**src/rtl/svm_dwell_if.sv**
```systemverilog
// Bundle between the SVM vector sequencer and the dwell monitor.
// Sequencer side (master) drives SYNC, SECTOR_IN and the one-hot strobes U_0/U_1/U_2/U_7.
// Monitor side (slave) returns the dwell counts of the last closed window (T_*_MEAS),
// its sector (SECTOR_MEAS), the MEAS_VALID update pulse and the SEQ_ERR flag.
interface svm_dwell_if;
  logic        SYNC;
  logic [2:0]  SECTOR_IN;
  logic        U_0;
  logic        U_1;
  logic        U_2;
  logic        U_7;
  logic [14:0] T_0_MEAS;
  logic [14:0] T_1_MEAS;
  logic [14:0] T_2_MEAS;
  logic [14:0] T_7_MEAS;
  logic [2:0]  SECTOR_MEAS;
  logic        MEAS_VALID;
  logic        SEQ_ERR;

  modport master (
    output SYNC, SECTOR_IN, U_0, U_1, U_2, U_7,
    input  T_0_MEAS, T_1_MEAS, T_2_MEAS, T_7_MEAS, SECTOR_MEAS, MEAS_VALID, SEQ_ERR
  );

  modport slave (
    input  SYNC, SECTOR_IN, U_0, U_1, U_2, U_7,
    output T_0_MEAS, T_1_MEAS, T_2_MEAS, T_7_MEAS, SECTOR_MEAS, MEAS_VALID, SEQ_ERR
  );
endinterface

```
**src/rtl/svm_dwell_monitor.sv**
```systemverilog
// Space-vector dwell monitor. Per sampling window (index 0..TAST_PERIOD, or cut short by
// SYNC) counts the cycles each active-vector strobe was high, checks that strobes follow
// the symmetric order U_0,U_1,U_2,U_7,U_2,U_1 and reports the result one cycle after the
// window's last cycle with a MEAS_VALID pulse.
// Ports:
//   CLK      - system clock, rising edge
//   RESET_N  - synchronous active-low reset
//   bus      - svm_dwell_if slave: SYNC, SECTOR_IN, U_* in; T_*_MEAS, SECTOR_MEAS,
//              MEAS_VALID, SEQ_ERR out
module svm_dwell_monitor #(
  parameter int unsigned F_CLK       = 100000000,
  parameter int unsigned F_TAST      = 10000,
  parameter int unsigned TAST_PERIOD = F_CLK / F_TAST
) (
  input logic        CLK,
  input logic        RESET_N,
  svm_dwell_if.slave bus
);

  localparam int unsigned IdxW = (TAST_PERIOD > 1) ? $clog2(TAST_PERIOD + 1) : 1;
  localparam logic [IdxW-1:0] IdxLast = IdxW'(TAST_PERIOD);
  localparam logic [14:0] AccMax = 15'h7fff;

  // State codes equal the position in the sequence so "forward or stay" is a compare.
  localparam logic [2:0] StIdle = 3'd0;
  localparam logic [2:0] StS0   = 3'd1;
  localparam logic [2:0] StS1   = 3'd2;
  localparam logic [2:0] StS2   = 3'd3;
  localparam logic [2:0] StS7   = 3'd4;
  localparam logic [2:0] StS2b  = 3'd5;
  localparam logic [2:0] StS1b  = 3'd6;

  logic [IdxW-1:0] idx_q, idx_d;
  logic [2:0]      state_q, state_d;
  logic [14:0]     acc_q [4];
  logic [14:0]     acc_d [4];
  logic [14:0]     acc_inc [4];
  logic [14:0]     meas_q [4];
  logic [14:0]     meas_d [4];
  logic            err_acc_q, err_acc_d;
  logic [2:0]      sec_q, sec_d;
  logic            seen_q, seen_d;
  logic [2:0]      sec_meas_q, sec_meas_d;
  logic            valid_q, valid_d;
  logic            seq_err_q, seq_err_d;

  logic [3:0] strb;
  logic       last;
  logic       overlap;
  logic       onehot;
  logic       ord_err;
  logic [2:0] tgt;

  assign strb    = {bus.U_7, bus.U_2, bus.U_1, bus.U_0};
  assign last    = bus.SYNC || (idx_q == IdxLast);
  assign overlap = (strb & (strb - 4'd1)) != 4'd0;
  assign onehot  = (strb != 4'd0) && !overlap;

  // Target state for a single strobe; an illegal (backward) move holds the state.
  always_comb begin
    tgt     = state_q;
    ord_err = 1'b0;
    if (onehot) begin
      unique case (1'b1)
        strb[0]: begin
          if (state_q <= StS0) tgt = StS0;
          else                 ord_err = 1'b1;
        end
        strb[1]: begin
          if (state_q <= StS1) tgt = StS1;
          else                 tgt = StS1b;
        end
        strb[2]: begin
          if (state_q <= StS2)       tgt = StS2;
          else if (state_q <= StS2b) tgt = StS2b;
          else                       ord_err = 1'b1;
        end
        strb[3]: begin
          if (state_q <= StS7) tgt = StS7;
          else                 ord_err = 1'b1;
        end
        default: tgt = state_q;
      endcase
    end
  end

  always_comb begin
    for (int i = 0; i < 4; i++) begin
      acc_inc[i] = (strb[i] && acc_q[i] != AccMax) ? acc_q[i] + 15'd1 : acc_q[i];
      acc_d[i]   = acc_inc[i];
      meas_d[i]  = meas_q[i];
    end
    idx_d      = idx_q + IdxW'(1);
    state_d    = tgt;
    err_acc_d  = err_acc_q | overlap | ord_err;
    sec_d      = sec_q;
    seen_d     = seen_q;
    sec_meas_d = sec_meas_q;
    valid_d    = 1'b0;
    seq_err_d  = seq_err_q;

    if (!seen_q && strb != 4'd0) begin
      sec_d  = bus.SECTOR_IN;
      seen_d = 1'b1;
    end

    if (last) begin
      for (int i = 0; i < 4; i++) begin
        meas_d[i] = acc_inc[i];
        acc_d[i]  = '0;
      end
      // Unlatched at the last cycle means either a strobe first appears now or the window
      // was empty; both cases take the current sector word.
      sec_meas_d = seen_q ? sec_q : bus.SECTOR_IN;
      seq_err_d  = err_acc_q | overlap | ord_err;
      valid_d    = 1'b1;
      idx_d      = '0;
      state_d    = StIdle;
      err_acc_d  = 1'b0;
      sec_d      = '0;
      seen_d     = 1'b0;
    end
  end

  always_ff @(posedge CLK) begin
    if (!RESET_N) begin
      idx_q      <= '0;
      state_q    <= StIdle;
      err_acc_q  <= 1'b0;
      sec_q      <= '0;
      seen_q     <= 1'b0;
      sec_meas_q <= '0;
      valid_q    <= 1'b0;
      seq_err_q  <= 1'b0;
      for (int i = 0; i < 4; i++) begin
        acc_q[i]  <= '0;
        meas_q[i] <= '0;
      end
    end else begin
      idx_q      <= idx_d;
      state_q    <= state_d;
      err_acc_q  <= err_acc_d;
      sec_q      <= sec_d;
      seen_q     <= seen_d;
      sec_meas_q <= sec_meas_d;
      valid_q    <= valid_d;
      seq_err_q  <= seq_err_d;
      for (int i = 0; i < 4; i++) begin
        acc_q[i]  <= acc_d[i];
        meas_q[i] <= meas_d[i];
      end
    end
  end

  assign bus.T_0_MEAS    = meas_q[0];
  assign bus.T_1_MEAS    = meas_q[1];
  assign bus.T_2_MEAS    = meas_q[2];
  assign bus.T_7_MEAS    = meas_q[3];
  assign bus.SECTOR_MEAS = sec_meas_q;
  assign bus.MEAS_VALID  = valid_q;
  assign bus.SEQ_ERR     = seq_err_q;

endmodule
```
**src/flat_wrapper.sv**
```systemverilog
// flat-port wrapper written by rule: the top's interface ports become plain ports
module svm_dwell_monitor_flat 
#(
  parameter int unsigned F_CLK       = 100000000,
  parameter int unsigned F_TAST      = 10000,
  parameter int unsigned TAST_PERIOD = F_CLK / F_TAST
)
  (CLK, RESET_N, bus_SYNC, bus_SECTOR_IN, bus_U_0, bus_U_1, bus_U_2, bus_U_7, bus_T_0_MEAS, bus_T_1_MEAS, bus_T_2_MEAS, bus_T_7_MEAS, bus_SECTOR_MEAS, bus_MEAS_VALID, bus_SEQ_ERR);
  svm_dwell_if bus_i ();
  input logic CLK;
  input logic RESET_N;
  input wire logic [$bits(bus_i.SYNC)-1:0] bus_SYNC;
  input wire logic [$bits(bus_i.SECTOR_IN)-1:0] bus_SECTOR_IN;
  input wire logic [$bits(bus_i.U_0)-1:0] bus_U_0;
  input wire logic [$bits(bus_i.U_1)-1:0] bus_U_1;
  input wire logic [$bits(bus_i.U_2)-1:0] bus_U_2;
  input wire logic [$bits(bus_i.U_7)-1:0] bus_U_7;
  output wire logic [$bits(bus_i.T_0_MEAS)-1:0] bus_T_0_MEAS;
  output wire logic [$bits(bus_i.T_1_MEAS)-1:0] bus_T_1_MEAS;
  output wire logic [$bits(bus_i.T_2_MEAS)-1:0] bus_T_2_MEAS;
  output wire logic [$bits(bus_i.T_7_MEAS)-1:0] bus_T_7_MEAS;
  output wire logic [$bits(bus_i.SECTOR_MEAS)-1:0] bus_SECTOR_MEAS;
  output wire logic [$bits(bus_i.MEAS_VALID)-1:0] bus_MEAS_VALID;
  output wire logic [$bits(bus_i.SEQ_ERR)-1:0] bus_SEQ_ERR;
  assign bus_i.SYNC = bus_SYNC;
  assign bus_i.SECTOR_IN = bus_SECTOR_IN;
  assign bus_i.U_0 = bus_U_0;
  assign bus_i.U_1 = bus_U_1;
  assign bus_i.U_2 = bus_U_2;
  assign bus_i.U_7 = bus_U_7;
  assign bus_T_0_MEAS = bus_i.T_0_MEAS;
  assign bus_T_1_MEAS = bus_i.T_1_MEAS;
  assign bus_T_2_MEAS = bus_i.T_2_MEAS;
  assign bus_T_7_MEAS = bus_i.T_7_MEAS;
  assign bus_SECTOR_MEAS = bus_i.SECTOR_MEAS;
  assign bus_MEAS_VALID = bus_i.MEAS_VALID;
  assign bus_SEQ_ERR = bus_i.SEQ_ERR;
  svm_dwell_monitor #(.F_CLK(F_CLK), .F_TAST(F_TAST), .TAST_PERIOD(TAST_PERIOD)) u_core (.CLK(CLK), .RESET_N(RESET_N), .bus(bus_i));
endmodule
```
**config.mk**
```make
export PLATFORM = sky130hd
export DESIGN_NAME = svm_dwell_monitor_flat
export DESIGN_NICKNAME = d
export VERILOG_FILES = /design/src/rtl/svm_dwell_if.sv /design/src/rtl/svm_dwell_monitor.sv /design/src/flat_wrapper.sv
export SDC_FILE = /design/constraint.sdc
export NUM_CORES = 1
export LEC_CHECK = 0
export CORE_UTILIZATION = 35
export CTS_BUF_LIST = sky130_fd_sc_hd__clkbuf_2
export DETAILED_ROUTE_END_ITERATION = 10
export HOLD_SLACK_MARGIN = 0.02
export SLEW_MARGIN = 30
export SYNTH_ARGS = -nofsm -noshare
export SYNTH_HDL_FRONTEND = slang
export SYNTH_SLANG_ARGS = --single-unit
```
**constraint.sdc**
```tcl
create_clock -name CLK -period 1.6 [get_ports CLK]
set_input_delay 0.4 -clock CLK [delete_from_list [all_inputs] [get_ports CLK]]
set_output_delay 0.4 -clock CLK [all_outputs]
set_load 0.01 [all_outputs]
```
# Word level (Yosys, flattened, before mapping)
# Memories as Yosys holds them, arrays and structs flattened.
# Cells that the tools add are included.
[op_classes] magnitude_cmp=5 bitwise=12 n_eq_ne=8 addsub=6 mux=30 reduce_logical=13
[op_table] cell="$mux 15" n=12
[op_table] cell="$mux 60" n=2
[op_table] cell="$add 15x1->15 const B" n=4
[op_table] cell="$ne 15x15->1 const B" n=4
[op_table] cell="$mux 3" n=6
[op_table] cell="$add 14x1->14 const B" n=1
[op_table] cell="$eq 14x14->1 const B" n=1
[op_table] cell="$pmux 3 s4" n=1
[op_table] cell="$or 1x1->1" n=10
[op_table] cell="$mux 1" n=8
[op_table] cell="$reduce_bool 4->1" n=2
[op_table] cell="$le 3x2->1 const B" n=2
[op_table] cell="$le 3x3->1 const B" n=2
[op_table] cell="$logic_and 1x1->1" n=6
[op_table] cell="$reduce_and 5->1" n=1
[op_table] cell="$and 4x4->4" n=1
[op_table] cell="$ne 2x1->1 const B" n=2
[op_table] cell="$sub 4x1->4 const B" n=1
[op_table] cell="$le 3x1->1 const B" n=1
[op_table] cell="$ne 3x1->1 const B" n=1
[op_table] cell="$pmux 1 s3" n=1
[op_table] cell="$logic_not 1->1" n=2
[op_table] cell="$reduce_or 2->1" n=1
[op_table] cell="$logic_or 1x1->1" n=1
[op_table] cell="$not 1->1" n=1
[word_totals] memories=2 out_inout_bits=65 ramBits=120 register_bits=27 in_bits=10
[memory_table] name="u_core.acc_q" depth=4 word_bits=15 rd=4 rd_ports_with_merged_regs=0 write_ports=4 line_no="svm_dwell_monitor.sv:35" source="logic [14:0] acc_q [4];"
[memory_table] name="u_core.meas_q" depth=4 word_bits=15 rd=4 rd_ports_with_merged_regs=0 write_ports=4 line_no="svm_dwell_monitor.sv:38" source="logic [14:0] meas_q [4];"

# Longest topological paths before layout
# Gate-level depths: netlist of run 1.
[depth] word_depth=7 mapped_depth=10

# Least setup slack after synthesis of run 1
# Ideal clock, no wire load.
[synth_timing] path_kind="register to register" startpoint="memory u_core.acc_q[2][0]" endpoint="memory u_core.meas_q[2][1], in the netlist u_core.meas_q[0][31]" path_slack_ns=-0.116 n_path_buf=1 path_stages_with_launch=8 arrival_time_ns=1.597 synth_period_minus_slack_ns=1.716 required_time_ns=1.481 cell_sequence="dfxtp_1 > ha_1 > nand4_1 > or2_1 > buf_2 > o31ai_4 > mux2i_1 > o21ai_1"
[synth_rtl] item="from (decl)" line_no="svm_dwell_monitor.sv:35"
[synth_rtl] item="to (decl)" line_no="svm_dwell_monitor.sv:38"

==> run_results.csv, run 1 <==
group,metric,value,unit
outcome,status,"complete, but fails checks",
outcome,failed_checks,"negative setup slack",
min_path,timing.hold.worst.start,"bus_SECTOR_IN[1]",
worst_setup_path,arrival,2400,ps
timing,setup_tns,-8460,ps
yosys,synthAdderAreaFrac,1.25,%
flow_run,drv_cap,0,
die,placementRows,47,
yosys,synth_mux_area_share,3.16,%
timing,slew_headroom,63.1,%
clock_tree,cts.path.max_buffers,2,
yosys,syn_nets,705,
global_routing,gr-usage-all-layers,17.8,%
timing,layout_setup_ws,-126,ps
timing,drv_slew,0,
clock_tree,cts_made_buffers,17,
yosys,yosysTopAreaCell,"dfxtp_1",
yosys,synth-seq-cells,147,
die,die_x,133,µm
worst_setup_path,critPathRequiredTime,2270,ps
yosys,ys_types,57,
yosys,synth_edf_count,0,
global_routing,antenna_found_initial,1,
cells_and_area,syn2layout_area_growth,56.4,%
routing,dr.pass1.iters,5,
timing,rsz0062_at_grt,"yes",
routing,vias,5791,
global_routing,grt_pass1_vias,5369,
placed_design,place_area,7760,µm²
worst_setup_path,path_max_fanout,8,
timing,final_hold_viol_count,0,
global_routing,use_met2,30.2,%
routing,drtIter0Drc,194,
yosys,synth-compound-area-share,14.1,%
power,power_density,700,nW/µm²
clock_tree,ctsHoldBuffers,0,
worst_setup_path,r2r-start,"u_core.idx_q[1]$_SDFF_PP0_",
routing,vias_per_cell,5.09,
cells_and_area,final_layout_size_suffix_gt1_share,50.6,%
clock_tree,cts.htree.levels,4,
timing,hold_slack,276,ps
yosys,synth.top_cell.area_share,48.9,%
yosys,synth_xor_area_share,4.07,%
yosys,yosysMostFrequentCell,"dfxtp_1",
worst_setup_path,endpoint_kind,"flop",
yosys,async_reset_ff_share,0,%
yosys,synth_flop_cell,"dfxtp_1",
cells_and_area,finalInstanceArea,9420,µm²
global_routing,grt_util_met3,3.96,%
clock_tree,cts_tree,"built",
yosys,synthTopCellsByArea,"dfxtp_1 (49%), nor2_1 (5.9%), nand2_1 (5.8%)",
routing,ant_nets,0,
die,core,16700,µm²
routing,drc,0,
clock_tree,path_clk_slew,220,ps
yosys,yosysSeqAreaShare,48.9,%
yosys,syn_area,6020,µm²
yosys,synthSimpleGateAreaFrac,25.0,%
clock_tree,cts-root-buf,"clkbuf_2",
timing,finalCritPeriodShare,108,%
yosys,yosys_warnings,0,
die,die_h,133,µm
timing,fin_crit,1730,ps
clock_tree,cts.sinks,147,
placed_design,dp_slack,-610,ps
routing,post_drt_wl_per_cell,15.2,µm
placed_design,gp_congestion,0.861,
timing,setup_violations,156,
global_routing,grt-ovfl-total,0,
min_path,hp-class,"input pin to flop",
global_routing,top_usage_layer,"met2",
die,top_level_ports,75,
placed_design,place_hpwl,10700,µm
yosys,syn_inst,689,
yosys,synth_top_family_by_area,"simple AND/OR/NAND/NOR gates",
timing,fin_skew,27.3,ps
clock_tree,clkLatencyLatePin,730,ps
placed_design,io_buffers,74,
power,vdd_drop_max,0.409,mV
power,p_leak,3.70,nW
global_routing,grt_start_max_net_pins,36,
worst_setup_path,start_kind,"flop",
timing,max_freq,579,MHz
cells_and_area,nets,918,
die,dieArea,17700,µm²
global_routing,grt_pass1_wl,25500,µm
yosys,netlist_top_cells_count,"dfxtp_1 (147), nor2_1 (95), nand2_1 (93)",
routing,routed_wl,17300,µm
global_routing,use_met1,22.0,%
worst_setup_path,critical_path_class,"flop to flop",
yosys,avgSynthCellArea,8.74,µm²
die,start_util,36.1,%
timing,worstMarginPinSlew,547,ps
cells_and_area,fin_util,56.4,%
worst_setup_path,startpoint,"u_core.idx_q[1]$_SDFF_PP0_",
-- cells in the final DEF (no fill, tap or decap), types with 5 or more instances in the layout --
cell type	count
a21oi_1	14
and3_1	10
and4_1	10
buf_12	12
buf_4	122
buf_6	69
buf_8	6
clkbuf_16	5
clkbuf_2	19
clkdlybuf4s50_1	9
dfxtp_1	66
dfxtp_2	78
inv_1	7
mux2i_1	13
mux2i_2	5
nand2_1	59
nand2_2	22
nand2_4	11
nand3_1	31
nand4_1	18
nor2_1	63
nor2_2	10
nor2_4	22
nor3_1	11
nor3_2	6
o211ai_1	7
o21ai_0	19
o21ai_1	51
o21ai_2	11
xnor2_1	9
xor2_1	17
-- report_power, final --
group	switching (mW)	internal [mW]
combinational	0.311	0.298
clock	1.37	0.879
sequential	0.0310	3.70
total	1.71	4.88
-- critical path: stages, from the launching register on --
cell and delay [ps]:
dfxtp_2 390, inv_2 40, ha_4 140, nor3b_4 140, a41oi_2 250, buf_4 200
nand2_8 70, buf_12 180, buf_8 150, nor2_1 100
-- final cells by class --
type / count / area, µm²
Inverter: 10 / 37.5
Multi-Input combinational cell: 501 / 3520
Fill cell: 1461 / 7280
Antenna cell: 2 / 5.00
Sequential cell: 147 / 3050
Clock inverter: 13 / 161
Timing Repair Buffer: 225 / 2270
Tap cell: 220 / 275
Clock buffer: 19 / 95.1
-- state kept, by name, indices dropped and copies added, names as in the netlist, 3 cells and up --
name	cells
u_core.acc_q	60
u_core.meas_q	60
u_core.idx_q	14
u_core.state_q	3
u_core.bus.SECTOR_MEAS	3
u_core.sec_q	3
-- metal layers --
layer,vias to the layer above,wire length [µm]
met5,-,0
met4,0,348
met3,27,518
met2,100,8800
met1,2804,7590
li1,2860,-
-- final timing paths --
path,end,depth (start not counted),slack (ps)
setup / recovery,u_core.acc_q[2][14]$_SDFF_PP0_,9,-130
hold / removal,u_core.bus.SECTOR_MEAS[1]$_SDFFE_PN0P_,3,280
setup reg to reg,u_core.acc_q[2][14]$_SDFF_PP0_,9,-130
hold reg to reg,u_core.meas_q[0][19]$_SDFFE_PN0P_,2,460
-- metrics by stage --
| step | total power, mW | std cells |
|---|---|---|
| after global placement | 4.18 | 1061 |
| final | 6.59 | 1137 |
| after detailed placement | 4.19 | 1061 |
| after CTS | 6.49 | 1101 |
| after global routing | 6.84 | 1137 |
| after floorplan | 4.00 | 689 |
-- repair_timing --
action / 4_1_cts / 5_1_grt
gates cloned: 2 / 8
gates resized for setup: 441 / 188
setup endpoints to repair: 202 / 209
pin swaps: 11 / 65
setup buffers: 6 / 29
-- kinds of logic (layout without fill, tap and decap cells) --
logic type | count (synthesis) | count (layout)
simple gates | 311 | 311
compound gates | 137 | 137
fa+ha+maj | 6 | 6
mux | 19 | 19
flops | 147 | 147
buf+inv | 41 | 267
xor+xnor | 28 | 28
other cells | 0 | 2
No activity file was read; power rests on OpenSTA's default activity.
==> run 2, diff against run 1 <==
PLACE_DENSITY = 0.65   (was unset)
==> run 2 against run 1 <==
Against the previous run:
- the run still ends with negative setup slack left
- routed wire length is 0.79% higher
- critical endpoint is now u_core.meas_q[0][32]$_SDFFE_PN0P_
- power is 0.74% higher
- largest cell class unchanged
- final cell count is 0.35% lower
- non-clock buffer count is 6 lower
==> run_results.csv, run 2 (synthesis results as in run 1) <==
group,metric,value,unit
timing,worstMarginPinSlew,591,ps
min_path,whs_path_depth,3,
global_routing,gr-usage-all-layers,17.3,%
routing,drc,0,
routing,drtIter0Drc,345,
clock_tree,clkLatencyLatePin,750,ps
outcome,failed_checks,"negative setup slack",
power,seqPwrFrac,56.3,%
cells_and_area,register_area,3050,µm²
global_routing,grt_start_max_net_pins,29,
routing,met3_length,687,µm
die,die_h,133,µm
routing,vias_per_cell,5.12,
die,dieArea,17700,µm²
worst_setup_path,arrival,2440,ps
worst_setup_path,start_kind,"flop",
clock_tree,cts.sinks,147,
timing,rsz0062_at_grt,"yes",
min_path,hp-class,"input pin to flop",
routing,ant_nets,0,
global_routing,grt_pass1_wl,24600,µm
timing,hold_slack,252,ps
power,switching_share,26.3,%
power,p_leak,3.65,nW
cells_and_area,layout_commonest_cell,"buf_4",
min_path,whs_endpoint,"u_core.sec_q[2]$_SDFFE_PP0P_",
placed_design,gp_congestion,0.801,
cells_and_area,layout_common_cells,"buf_4 (108), dfxtp_2 (82), buf_6 (73), nand2_1 (72), nor2_1 (66)",
worst_setup_path,r2r_setup_slack,-160,ps
routing,top_layer,"met4",
power,power_density,697,nW/µm²
power,p_clk_share,34.0,%
cells_and_area,final_layout_size_suffix_gt1_share,50.5,%
global_routing,grt_pass1_vias,5279,
die,start_util,36.1,%
power,vdd_drop_max,0.380,mV
placed_design,io_buffers,74,
timing,setup_violations,160,
die,placementRows,47,
die,die_x,133,µm
worst_setup_path,endpoint_kind,"flop",
placed_design,dp.cells,1055,
power,switching_power,1.75,mW
power,pwr-share-comb,9.7,%
timing,fin_crit,1760,ps
clock_tree,ctsHoldBuffers,0,
clock_tree,cts.path.max_buffers,2,
flow_run,drv_cap,0,
placed_design,dp_slack,-601,ps
worst_setup_path,critPathRequiredTime,2270,ps
outcome,status,"complete, but fails checks",
cells_and_area,largest_registers,"u_core.acc_q x60, u_core.meas_q x60, u_core.idx_q x14",
timing,layout_setup_ws,-164,ps
clock_tree,cts_made_buffers,17,
cells_and_area,multi_input_area,3580,µm²
timing,drv_slew,0,
routing,wl_met1,8120,µm
clock_tree,cts.htree.levels,4,
cells_and_area,final_cells,1133,
timing,finalCritPeriodShare,110,%
routing,met2_length,8280,µm
cells_and_area,syn2layout_area_growth,58.1,%
worst_setup_path,worstRegToRegCells,9,
die,core,16700,µm²
timing,final_hold_viol_count,0,
worst_setup_path,path_max_fanout,6,
placed_design,place_area,7720,µm²
clock_tree,path_clk_slew,230,ps
power,internal_power,4.89,mW
global_routing,antenna_found_initial,1,
routing,routed_wl,17400,µm
routing,post_drt_wl_per_cell,15.4,µm
routing,vias,5798,
worst_setup_path,slowest_stage,"dfxtp_2",
cells_and_area,nets,915,
placed_design,place_hpwl,9900,µm
cells_and_area,fill_cells,1450,
cells_and_area,finalInstanceArea,9520,µm²
min_path,timing.hold.worst.start,"bus_SECTOR_IN[2]",
clock_tree,cts-root-buf,"clkbuf_2",
timing,setup_tns,-9610,ps
worst_setup_path,max_stage_delay,390,ps
timing,fin_skew,33.3,ps
die,top_level_ports,75,
worst_setup_path,crit_chain,"inv_2 > ha_4 > nor3b_2 > a41oi_2 > buf_4 > and2_4 > clkbuf_16 > nand2_2 > o31ai_4",
routing,dr.pass1.iters,4,
worst_setup_path,reg2reg_to,"u_core.meas_q[0][32]$_SDFFE_PN0P_",
worst_setup_path,critical_path_class,"flop to flop",
timing,slew_headroom,60.5,%
worst_setup_path,r2r-start,"u_core.idx_q[1]$_SDFF_PP0_",
clock_tree,cts_tree,"built",
timing,max_freq,567,MHz
global_routing,grt-ovfl-total,0,
## run 2: cell count changes in the layout (fill, tap and decap cells not counted), moves of 5 or more
| cell | delta |
|---|---|
| buf_4 | -14 |
| clkbuf_16 | +5 |
| nand2_1 | +13 |
| nand2_2 | -5 |
| nand2_4 | -7 |
| o21ai_1 | -6 |
| o21ai_2 | +5 |
## run 2: what timing repair did
item,CTS,global route
pin swaps,12,57
buffers inserted,6,21
gates resized for setup,442,186
setup endpoints to repair,155,194
cloned,4,16
## run 2: cell type report
cell class              instances  area share, %
diodes                          1         0.0263
clock buffers                  18          0.946
clock inverters                14           1.71
inverters                      10          0.394
multi-input cells             504           37.6
flip-flops and latches        147           32.1
well taps                     220           2.89
repair buffers                219           24.3
## run 2: metrics by stage
stage	utilization, %	power, mW
floorplan	-	4.00
global placement	46.2	4.18
detailed placement	46.2	4.19
CTS	50.4	6.50
global route	57.0	6.88
finish	57.0	6.64
## run 2: worst max-delay path by stage
| stage | cells after the start | startpoint | slack [ps] | endpoint |
|---|---|---|---|---|
| 6_report | 9 | u_core.idx_q[1]$_SDFF_PP0_ | -160 | u_core.meas_q[0][32]$_SDFFE_PN0P_ |
| 5_1_grt | 9 | u_core.idx_q[1]$_SDFF_PP0_ | -230 | u_core.state_q[2]$_SDFFE_PP0P_ |
| 4_1_cts | 8 | u_core.idx_q[1]$_SDFF_PP0_ | -100 | u_core.meas_q[0][32]$_SDFFE_PN0P_ |
| 3_5_place_dp | 5 | bus_U_7 | -600 | u_core.state_q[0]$_SDFFE_PP0P_ |
| 3_3_place_gp | 7 | bus_U_0 | -530 | u_core.meas_q[0][13]$_SDFFE_PN0P_ |
| 2_1_floorplan | 7 | u_core.acc_q[2][0]$_SDFF_PP0_ | 4 | u_core.meas_q[0][31]$_SDFFE_PN0P_ |
## run 2: metal layers
metal	up-vias	global-route usage (%)
met4	0	5.49
met3	26	4.53
li1	2847	-
met1	2799	22.4
met2	126	28.2
met5	-	0
## run 2: power groups by stage
| stage | registers (mW) | clock network [mW] | logic [mW] |
|---|---|---|---|
| after floorplan | 3.81 | 0 | 0.193 |
| after global placement | 3.80 | 0 | 0.381 |
| after detailed placement | 3.80 | 0 | 0.386 |
| after CTS | 3.74 | 2.30 | 0.462 |
| after global routing | 3.74 | 2.45 | 0.682 |
| final | 3.74 | 2.26 | 0.644 |
## run 2: critical path: cells and delay by family, from the launching register on
| kind | cells | cell delay, ps |
|---|---|---|
| AO/OA/AOI/OAI | 2 | 260 |
| adder cells (fa/ha/maj) | 1 | 140 |
| buffers and inverters | 3 | 400 |
| flip-flops | 1 | 390 |
| AND/OR/NAND/NOR | 3 | 500 |
